===== config.mk =====
export PLATFORM = sky130hd
export DESIGN_NAME = seq_divider
export DESIGN_NICKNAME = d
export VERILOG_FILES = /design/src/rtl/seq_div_pkg.sv /design/src/rtl/seq_divider_div_step.sv /design/src/rtl/seq_divider.sv
export SDC_FILE = /design/constraint.sdc
export NUM_CORES = 1
export LEC_CHECK = 0
export CORE_AREA = 2 2 87 122
export CTS_BUF_LIST = sky130_fd_sc_hd__clkbuf_8 sky130_fd_sc_hd__clkbuf_16
export DETAILED_ROUTE_END_ITERATION = 10
export DIE_AREA = 0 0 89 124
export HOLD_SLACK_MARGIN = 0.1
export PLACE_DENSITY = 0.72
export SYNTH_ARGS = -nofsm -noshare
export SYNTH_HDL_FRONTEND = slang
export SYNTH_SLANG_ARGS = --single-unit

===== constraint.sdc =====
create_clock -name clk -period 3.3 [get_ports clk]
set_input_delay 0.495 -clock clk [delete_from_list [all_inputs] [get_ports clk]]
set_output_delay 0.495 -clock clk [all_outputs]
set_load 0.03 [all_outputs]

===== src/rtl/seq_div_pkg.sv =====
// Shared definitions for the sequential signed divider: FSM state encoding,
// default operand width and a counter-width helper.
package seq_div_pkg;

   typedef enum logic [1:0] {
      IDLE = 2'd0,
      LOAD = 2'd1,
      RUN  = 2'd2,
      FIX  = 2'd3
   } state_t;

   localparam int unsigned W_DEF = 8;

   // Bits needed to count 0..v-1; never less than one bit.
   function automatic int unsigned clog2(input int unsigned v);
      int unsigned r;
      r = 0;
      for (int unsigned i = 0; i < 32; i++) begin
         if ((32'd1 << i) < v) r = i + 1;
      end
      return (r == 0) ? 1 : r;
   endfunction

endpackage


===== src/rtl/seq_divider_div_step.sv =====
// One restoring-division step (purely combinational).
// Ports:
//   rem_i [w:0]   partial remainder before the step
//   bit_i         next dividend bit shifted into the remainder
//   d_i   [w-1:0] divisor magnitude
//   rem_c [w:0]   partial remainder after the step
//   q_c           quotient bit produced by this step
module div_step
   import seq_div_pkg::*;
#(
   parameter int unsigned w = W_DEF
) (
   input  logic [w:0]   rem_i,
   input  logic         bit_i,
   input  logic [w-1:0] d_i,
   output logic [w:0]   rem_c,
   output logic         q_c
);

   logic [w:0]   shifted_c;
   logic [w+1:0] diff_c;

   // Shift in the next bit, trial-subtract; the extra MSB flags a negative result.
   always_comb begin
      shifted_c = {rem_i[w-1:0], bit_i};
      diff_c    = {1'b0, shifted_c} - {2'b00, d_i};
      q_c       = ~diff_c[w+1];
      rem_c     = q_c ? diff_c[w:0] : shifted_c;
   end

endmodule


===== src/rtl/seq_divider.sv =====
// Sequential signed divider: 2w-bit dividend / w-bit divisor, one restoring
// step per clock, C-style truncation (remainder takes the dividend's sign).
// Ports:
//   clk, rst        clock, synchronous active-high reset
//   start, x, y     request and operands, accepted only while busy=0
//   q, r            signed quotient / remainder, held until the next done
//   busy, done      handshake: busy while working, done pulses for one cycle
//   div0, ovf       result flags, updated together with done
module seq_divider
   import seq_div_pkg::*;
#(
   parameter int unsigned w = W_DEF
) (
   input  logic           clk,
   input  logic           rst,
   input  logic           start,
   input  logic [2*w-1:0] x,
   input  logic [w-1:0]   y,
   output logic [w-1:0]   q,
   output logic [w-1:0]   r,
   output logic           busy,
   output logic           done,
   output logic           div0,
   output logic           ovf
);

   localparam int unsigned W2 = 2 * w;
   localparam int unsigned CW = clog2(w);
   localparam logic [w-1:0] QPOS_MAX = {1'b0, {(w-1){1'b1}}};
   localparam logic [w-1:0] QNEG_MAX = {1'b1, {(w-1){1'b0}}};

   state_t         state_q, state_d;
   logic [CW-1:0]  cnt_q, cnt_d;
   logic [W2-1:0]  x_q, x_d;
   logic [w-1:0]   y_q, y_d;
   logic [w-1:0]   ay_q, ay_d;
   logic [w:0]     rem_q, rem_d;
   logic [w-1:0]   quo_q, quo_d;
   logic           qneg_q, qneg_d;
   logic           rneg_q, rneg_d;
   logic           err_div0_q, err_div0_d;
   logic           err_ovf_q, err_ovf_d;
   logic [w-1:0]   qout_q, qout_d;
   logic [w-1:0]   rout_q, rout_d;
   logic           busy_q, busy_d;
   logic           done_q, done_d;
   logic           div0_q, div0_d;
   logic           ovf_q, ovf_d;

   logic [W2-1:0]  ax_c;
   logic [w-1:0]   ay_c;
   logic [w:0]     step_rem_c;
   logic           step_bit_c;
   logic           post_ovf_c;

   div_step #(.w(w)) u_step (
      .rem_i (rem_q),
      .bit_i (quo_q[w-1]),
      .d_i   (ay_q),
      .rem_c (step_rem_c),
      .q_c   (step_bit_c)
   );

   // Operand magnitudes; the most negative values map to 2^(n-1) unsigned.
   always_comb begin
      ax_c       = x_q[W2-1] ? (~x_q + W2'(1)) : x_q;
      ay_c       = y_q[w-1]  ? (~y_q + w'(1))  : y_q;
      post_ovf_c = qneg_q ? (quo_q > QNEG_MAX) : (quo_q > QPOS_MAX);
   end

   // Next-state and datapath control.
   always_comb begin
      state_d    = state_q;
      cnt_d      = cnt_q;
      x_d        = x_q;
      y_d        = y_q;
      ay_d       = ay_q;
      rem_d      = rem_q;
      quo_d      = quo_q;
      qneg_d     = qneg_q;
      rneg_d     = rneg_q;
      err_div0_d = err_div0_q;
      err_ovf_d  = err_ovf_q;
      qout_d     = qout_q;
      rout_d     = rout_q;
      busy_d     = busy_q;
      done_d     = 1'b0;
      div0_d     = div0_q;
      ovf_d      = ovf_q;

      case (state_q)
         IDLE: begin
            if (start) begin
               x_d     = x;
               y_d     = y;
               busy_d  = 1'b1;
               state_d = LOAD;
            end
         end
         LOAD: begin
            qneg_d     = x_q[W2-1] ^ y_q[w-1];
            rneg_d     = x_q[W2-1];
            ay_d       = ay_c;
            err_div0_d = 1'b0;
            err_ovf_d  = 1'b0;
            if (y_q == '0) begin
               err_div0_d = 1'b1;
               state_d    = FIX;
            end else if (ax_c[W2-1:w] >= ay_c) begin
               // Quotient would need more than w bits: skip the iterations.
               err_ovf_d = 1'b1;
               state_d   = FIX;
            end else begin
               rem_d   = {1'b0, ax_c[W2-1:w]};
               quo_d   = ax_c[w-1:0];
               cnt_d   = '0;
               state_d = RUN;
            end
         end
         RUN: begin
            rem_d = step_rem_c;
            quo_d = {quo_q[w-2:0], step_bit_c};
            cnt_d = cnt_q + CW'(1);
            if (cnt_q == CW'(w - 1)) state_d = FIX;
         end
         FIX: begin
            if (err_div0_q) begin
               div0_d = 1'b1;
               ovf_d  = 1'b0;
               qout_d = '0;
               rout_d = '0;
            end else if (err_ovf_q || post_ovf_c) begin
               div0_d = 1'b0;
               ovf_d  = 1'b1;
               qout_d = '0;
               rout_d = '0;
            end else begin
               div0_d = 1'b0;
               ovf_d  = 1'b0;
               qout_d = qneg_q ? (~quo_q + w'(1)) : quo_q;
               rout_d = rneg_q ? (~rem_q[w-1:0] + w'(1)) : rem_q[w-1:0];
            end
            done_d  = 1'b1;
            busy_d  = 1'b0;
            state_d = IDLE;
         end
         default: state_d = IDLE;
      endcase
   end

   // State and output registers.
   always_ff @(posedge clk) begin
      if (rst) begin
         state_q    <= IDLE;
         cnt_q      <= '0;
         x_q        <= '0;
         y_q        <= '0;
         ay_q       <= '0;
         rem_q      <= '0;
         quo_q      <= '0;
         qneg_q     <= 1'b0;
         rneg_q     <= 1'b0;
         err_div0_q <= 1'b0;
         err_ovf_q  <= 1'b0;
         qout_q     <= '0;
         rout_q     <= '0;
         busy_q     <= 1'b0;
         done_q     <= 1'b0;
         div0_q     <= 1'b0;
         ovf_q      <= 1'b0;
      end else begin
         state_q    <= state_d;
         cnt_q      <= cnt_d;
         x_q        <= x_d;
         y_q        <= y_d;
         ay_q       <= ay_d;
         rem_q      <= rem_d;
         quo_q      <= quo_d;
         qneg_q     <= qneg_d;
         rneg_q     <= rneg_d;
         err_div0_q <= err_div0_d;
         err_ovf_q  <= err_ovf_d;
         qout_q     <= qout_d;
         rout_q     <= rout_d;
         busy_q     <= busy_d;
         done_q     <= done_d;
         div0_q     <= div0_d;
         ovf_q      <= ovf_d;
      end
   end

   assign q    = qout_q;
   assign r    = rout_q;
   assign busy = busy_q;
   assign done = done_q;
   assign div0 = div0_q;
   assign ovf  = ovf_q;

endmodule


==> metrics.cfg, run 1 <==
[synthesis]
synth_mux_area_share_pct=1.856
synthAdderAreaFrac_pct=7.881
synth_top_family_by_area=simple AND/OR/NAND/NOR gates
synth_fp_nets=612
synth_area_um2=4382
avgSynthCellArea_um2=7.853
yosys.area.top_type=dfxtp_1
synth-compound-area-share_pct=20.65
async_flop_share_pct=0
synth_common_cells=nand2_1, dfxtp_1, a21oi_1
synth_warnings=0
netlist_instances=558
synth_ff_type=dfxtp_1
yosysMostFrequentCell=nand2_1
synth_xor_area_share_pct=6.596
synth_top_area_share_pct=35.18
synth_enable_flop_cells=0
ys_seq_area_share_pct=35.18
synth_area_leaders=dfxtp_1, nand2_1, ha_1, a21oi_1, nor2_1
synth.distinct_cells=57
ys_seq_elements=77
yosys.area_share.simple_pct=22.82

[clock_tree]
insertion_delay_ns=0.34
clock_path_buffers=2
root_buffer=clkbuf_16
hold_buffers=0
htreeDepth=3
clkTransAtPathRegs_ns=0.06
cts_buffers=9
cts_tree=yes
clock-sinks=77

[timing]
setup_slack_ns=-0.08444
slew_headroom_pct=30.20
worst_slew_pin_slew_ns=1.047
setup_viol=16
timing.fmax_mhz=295.5
hold_viol=0
rsz0062_at_grt=true
fin_worst_skew_ns=0.007124
fin_crit_sh_pct=102.6
whs_ns=0.4748
drv_slew=0
period_minus_slack_ns=3.384

[status]
violations=negative setup slack
status=finished, violations left

[pwr]
total_power_mw=5.069
p_int_mw=2.925
vdd_drop_max_uv=350.2
combPwrFrac_pct=54.0
leakagePower_nw=2.210
power.share.switching_pct=42.31
pwr-share-seq_pct=26.0
power_frac_clock_pct=20.1
p_per_area_nw_per_um2=893.4
power_switching_mw=2.145

[placed_design]
dp.cells=734
dp.final_hpwl_mm=7.818
place.gp.congestion=0.9117
io_buffers=46

[layout]
fin_cells=762
drive_gt1_share_pct=15.15
diodes=0
area_growth_pct=29.50
fin_nets=676
fillCellCount=912

[critical_path]
cp_data_arrival_time_ns=3.65
crit_end=cnt_q[0]
cp_max_fo=6
regToRegSetupSlack_ns=-0.08
path_class=register to register
crit_path_start_kind=register
crit-reg2reg-launch=x_q[2]
crit_start=x_q[2]
crit_path_end_kind=register
rr_endpoint=cnt_q[0]
crit_required_ns=3.57
r2r_cells=11

[drt]
drt_wl_total_mm=10.94
viasPerCell=5.325
num_vias=4058
drtAntennaViolNets=0
drtIter0Drc=253
wl_per_cell_um=14.36
drc_errors=0
first_pass_iters=4

[global_route]
grt_max_degree=58
grt_pass1_wl_mm=17.64
antenna_found_initial=0
grt_pass1_vias=3850
overflow=0
track_usage_pct=20.61

[worst_hold_path]
hold_path_class=register to register

[die]
die_y_um=124
die_w_um=89
ios=47
rows=43
core_area_um2=9899
dieArea_um2=11040
start_util_pct=44.26

[run]
cap_violations=0

==> stage by stage <==
step                      worst slack (ns)  instance area, um2   TNS [ns]  utilization, %
after floorplan                  0.0003719                4395          0               -
after global placement             0.01957                5097          0           51.49
after detailed placement          -0.09488                5097    -0.8762           51.49
after CTS                        -0.006417                5513  -0.006417           55.69
after global routing               -0.1406                5674     -1.660           57.32
final                             -0.08444                5674    -0.5016           57.32
==> metal layers <==
| layer | global-route usage [%] | vias to the layer above | routed length [um] |
|---|---|---|---|
| met1 | 22.93 | 1907 | 4415 |
| met2 | 37.03 | 86 | 5815 |
| met4 | 8.209 | 0 | 297 |
| met5 | 0 | - | 0 |
| met3 | 5.036 | 18 | 414 |
| li1 | - | 2047 | - |
==> cells by family after synthesis <==
| kind of cell | Yosys count |
|---|---|
| xor+xnor | 33 |
| fa+ha+maj | 27 |
| compound gates | 141 |
| buf+inv | 58 |
| simple gates | 214 |
| flops | 77 |
| mux | 8 |
==> power groups by stage <==
stage / clock network [mW] / logic (mW) / registers (mW)
after global placement: 0 / 2.26 / 1.32
after CTS: 1.03 / 2.49 / 1.31
after floorplan: 0 / 1.72 / 1.28
final: 1.02 / 2.74 / 1.32
after detailed placement: 0 / 2.32 / 1.33
after global routing: 1.07 / 3.01 / 1.34
==> sequential cells by signal, indices dropped and copies added (netlist names), 2 cells and up <==
signal and count:
x_q 16, ay_q 8, q 8, quo_q 8, r 8, rem_q 8, y_q 8, cnt_q 3
state_q 2
==> cells in the final DEF (no fill, tap or decap), drive strengths merged, types with 10 or more instances in the layout <==
cell	instances
buf	43
o21ai	19
a211oi	15
clkdlybuf4s50	45
nand2	93
a21oi	60
nor2b	20
nand2b	13
xnor2	20
xor2	13
ha	26
inv	25
nor2	53
dfxtp	77
clkbuf	10
==> worst min path at each step <==
stage / end / cells past startpoint / slack, ns / from
2_1_floorplan: cnt_q[1] / 2 / 0.44 / cnt_q[1]
3_3_place_gp: cnt_q[1] / 2 / 0.44 / cnt_q[1]
3_5_place_dp: cnt_q[2] / 2 / 0.45 / cnt_q[2]
4_1_cts: cnt_q[2] / 2 / 0.46 / cnt_q[2]
5_1_grt: quo_q[1] / 2 / 0.49 / quo_q[1]
6_report: ovf / 2 / 0.47 / ovf
==> critical path: stages, from the launching register on <==
cell and delay [ns]:
dfxtp_1 0.31, or4_1 0.56, or3_4 0.38, o41ai_4 0.29, xnor2_2 0.18, ha_1 0.28
and3_4 0.19, a221oi_2 0.27, o21ai_2 0.14, o22a_4 0.25, or3_4 0.33, a21oi_2 0.12
==> timing repair <==
| item | 4_1_cts | 5_1_grt |
|---|---|---|
| gates resized for setup | 8 | 33 |
| cloned | 1 | 1 |
| buffers inserted | 8 | 2 |
| setup endpoints to repair | 19 | 20 |
| endpoints found under the hold margin | 0 | 0 |
| pin swaps | 7 | 16 |
==> final cells by class <==
| cell class | instances | area [um2] | share of cell area [%] |
|---|---|---|---|
| Clock buffer | 10 | 239.0 | 4.212 |
| Clock inverter | 6 | 70.07 | 1.235 |
| Inverter | 23 | 86.33 | 1.521 |
| Multi-Input combinational cell | 423 | 2763 | 48.69 |
| Sequential cell | 77 | 1543 | 27.19 |
| Tap cell | 135 | 168.9 | 2.977 |
| Timing Repair Buffer | 88 | 804.5 | 14.18 |
Power figures use the tool's default switching activity.
==> run 2: changes to the inputs <==
ABC_CLOCK_PERIOD_IN_PS = 3300   (was unset)
CAP_MARGIN = 20   (was unset)
==> results of run 2 <==
Final layout, timing and power as in run 1 (identical DEF).
==> run 3: changes to the inputs <==
PLACE_DENSITY = unset   (was 0.72)
PLACE_DENSITY_LB_ADDON = 0.3   (was unset)
==> run 3 against run 2 <==
Utilization is 0.063 points higher. The run still ends with negative setup slack left. Combinational power about the same. Sequential share of layout area barely moved. Clock-buffer cell count shrank 1. Die area stayed put. Largest cell class unchanged. Sequential power about the same. Cell area grew 0.11%. Global-route usage rose by 0.25 points. Clock skew rose by 0.0016 ns. Power rose by 0.58%. Fmax grew 1.8%.
==> metrics.cfg, run 3 (synthesis gave the netlist of run 1 again) <==
[status]
status=finished, violations left
violations=negative setup slack

[global_route]
track_usage_pct=20.86
antenna_found_initial=0
grt_pass1_wl_mm=17.93
overflow=0
grt_pass1_vias=3875
grt_max_degree=31

[worst_hold_path]
worstHoldStart=cnt_q[2]
hold_path_class=register to register

[layout]
largest_register_ffs=16
fillCellCount=909
diodes=0
regMostFlops=x_q
layout_commonest_cell=nand2_1
fin_nets=677
drive_gt1_share_pct=14.81
area_growth_pct=29.64
final_cell_mix=nand2_1, dfxtp_1, a21oi_1
fin_cells=763
design_area_um2=5680

[timing]
slew_headroom_pct=37.99
setup_viol=2
hold_viol=0
setup_slack_ns=-0.02572
period_minus_slack_ns=3.326
setup-tns-final_ns=-0.03789
fin_crit_sh_pct=100.8
whs_ns=0.4627
drv_slew=0
rsz0062_at_grt=true
timing.fmax_mhz=300.7
worst_slew_pin_slew_ns=0.9262
fin_worst_skew_ns=0.008727

[pwr]
leakagePower_nw=2.228
vdd_drop_max_uv=613.6
p_per_area_nw_per_um2=897.6

[critical_path]
cp_max_fo=5
cp_slowest_cell=or4_4
crit-reg2reg-launch=x_q[7]
crit_path_end_kind=register
path_class=register to register
cp_data_arrival_time_ns=3.60
crit_required_ns=3.57
cpPeakStageDelay_ns=0.52
path_common_cell=or4_4
worstPathCellList=or4_4 -> or4_4 -> o31ai_4 -> xnor2_2 -> ha_1 -> and3_4 -> a221oi_2 -> o21ai_2 -> o22a_2 -> or3_1 -> a21oi_1
crit_path_start_kind=register
crit_start=x_q[7]

[placed_design]
place.gp.congestion=0.8954
dp.cells=737
dp.final_hpwl_mm=8.019
io_buffers=46
dpl_cell_area_um2=5120

[clock_tree]
cts_buffers=9
clock-sinks=77
cts_tree=yes
htreeDepth=3
insertion_delay_ns=0.33
hold_buffers=0
root_buffer=clkbuf_16
clock_path_buffers=2
clkTransAtPathRegs_ns=0.06

[die]
die_w_um=89
ios=47
rows=43
start_util_pct=44.26
core_area_um2=9899
die_y_um=124
dieArea_um2=11040

[drt]
drt_wl_total_mm=10.89
drtIter0Drc=194
drc_errors=0
first_pass_iters=5
wl_per_cell_um=14.28
num_vias=4022
drtAntennaViolNets=0
viasPerCell=5.271

[run]
cap_violations=0

[run 3: cell count changes in the layout (fill, tap and decap cells not counted), sizes merged]
cell | previous run | this run
clkinvlp | 3 | 1
clkbuf | 10 | 9
clkinv | 0 | 2
bufinv | 1 | 2
buf | 43 | 44
[run 3: worst max-delay path, delay by kind of cell, from the launching register on]
family | cells | cell delay (ns)
adders and majority gates | 1 | 0.33
AOI/OAI and AO/OA | 5 | 1.03
and+or+nand+nor | 4 | 1.47
DFF | 1 | 0.31
xor gates and xnor gates | 1 | 0.13
[run 3: power by group]
part / leakage, nW / switching, mW / total (mW) / internal [mW]
sequential: 0.627 / 0.210 / 1.31 / 1.10
combinational: 1.44 / 1.52 / 2.74 / 1.23
clock: 0.158 / 0.381 / 1.04 / 0.659
total: 2.23 / 2.11 / 5.10 / 2.99
[run 3: area by class of cell]
class / instances / area (um2) / area share [%]
multi-input combinational: 423 / 2751 / 48.44
sequential: 77 / 1543 / 27.16
timing repair buffer: 89 / 813.3 / 14.32
clock buffer: 9 / 225.2 / 3.965
tap: 135 / 168.9 / 2.974
clock inverter: 7 / 92.59 / 1.630
inverter: 23 / 86.33 / 1.520
[run 3: worst paths after layout]
check / to / slack [ns] / cells past startpoint
worst max-delay path: cnt_q[0] / -0.03 / 11
worst min-delay path: cnt_q[2] / 0.46 / 2
worst max register to register: cnt_q[0] / -0.03 / 11
worst min register to register: cnt_q[2] / 0.46 / 2
[run 3: layer usage]
metal,up-vias,share of wire (%),track usage (%)
li1,2050,-,-
met1,1837,39,23.34
met2,101,53,36.66
met3,34,3.4,4.175
met4,0,4.0,10.91
met5,-,0,0
[run 3: stage by stage]
stage               util [%]  setup WS (ns)  power [mW]
floorplan                  -      0.0003719       2.993
global placement       51.72      -0.008894       3.628
detailed placement     51.72        -0.2028       3.683
CTS                    56.26       -0.01250       4.931
global route           57.38        -0.1719       5.461
finish                 57.38       -0.02572       5.099
[run 3: repair_timing]
action                     CTS  global route
pin swaps                    6            10
setup buffers                9             1
gates resized for setup      9            25
setup endpoints to repair   20            20
cloned                       0             1
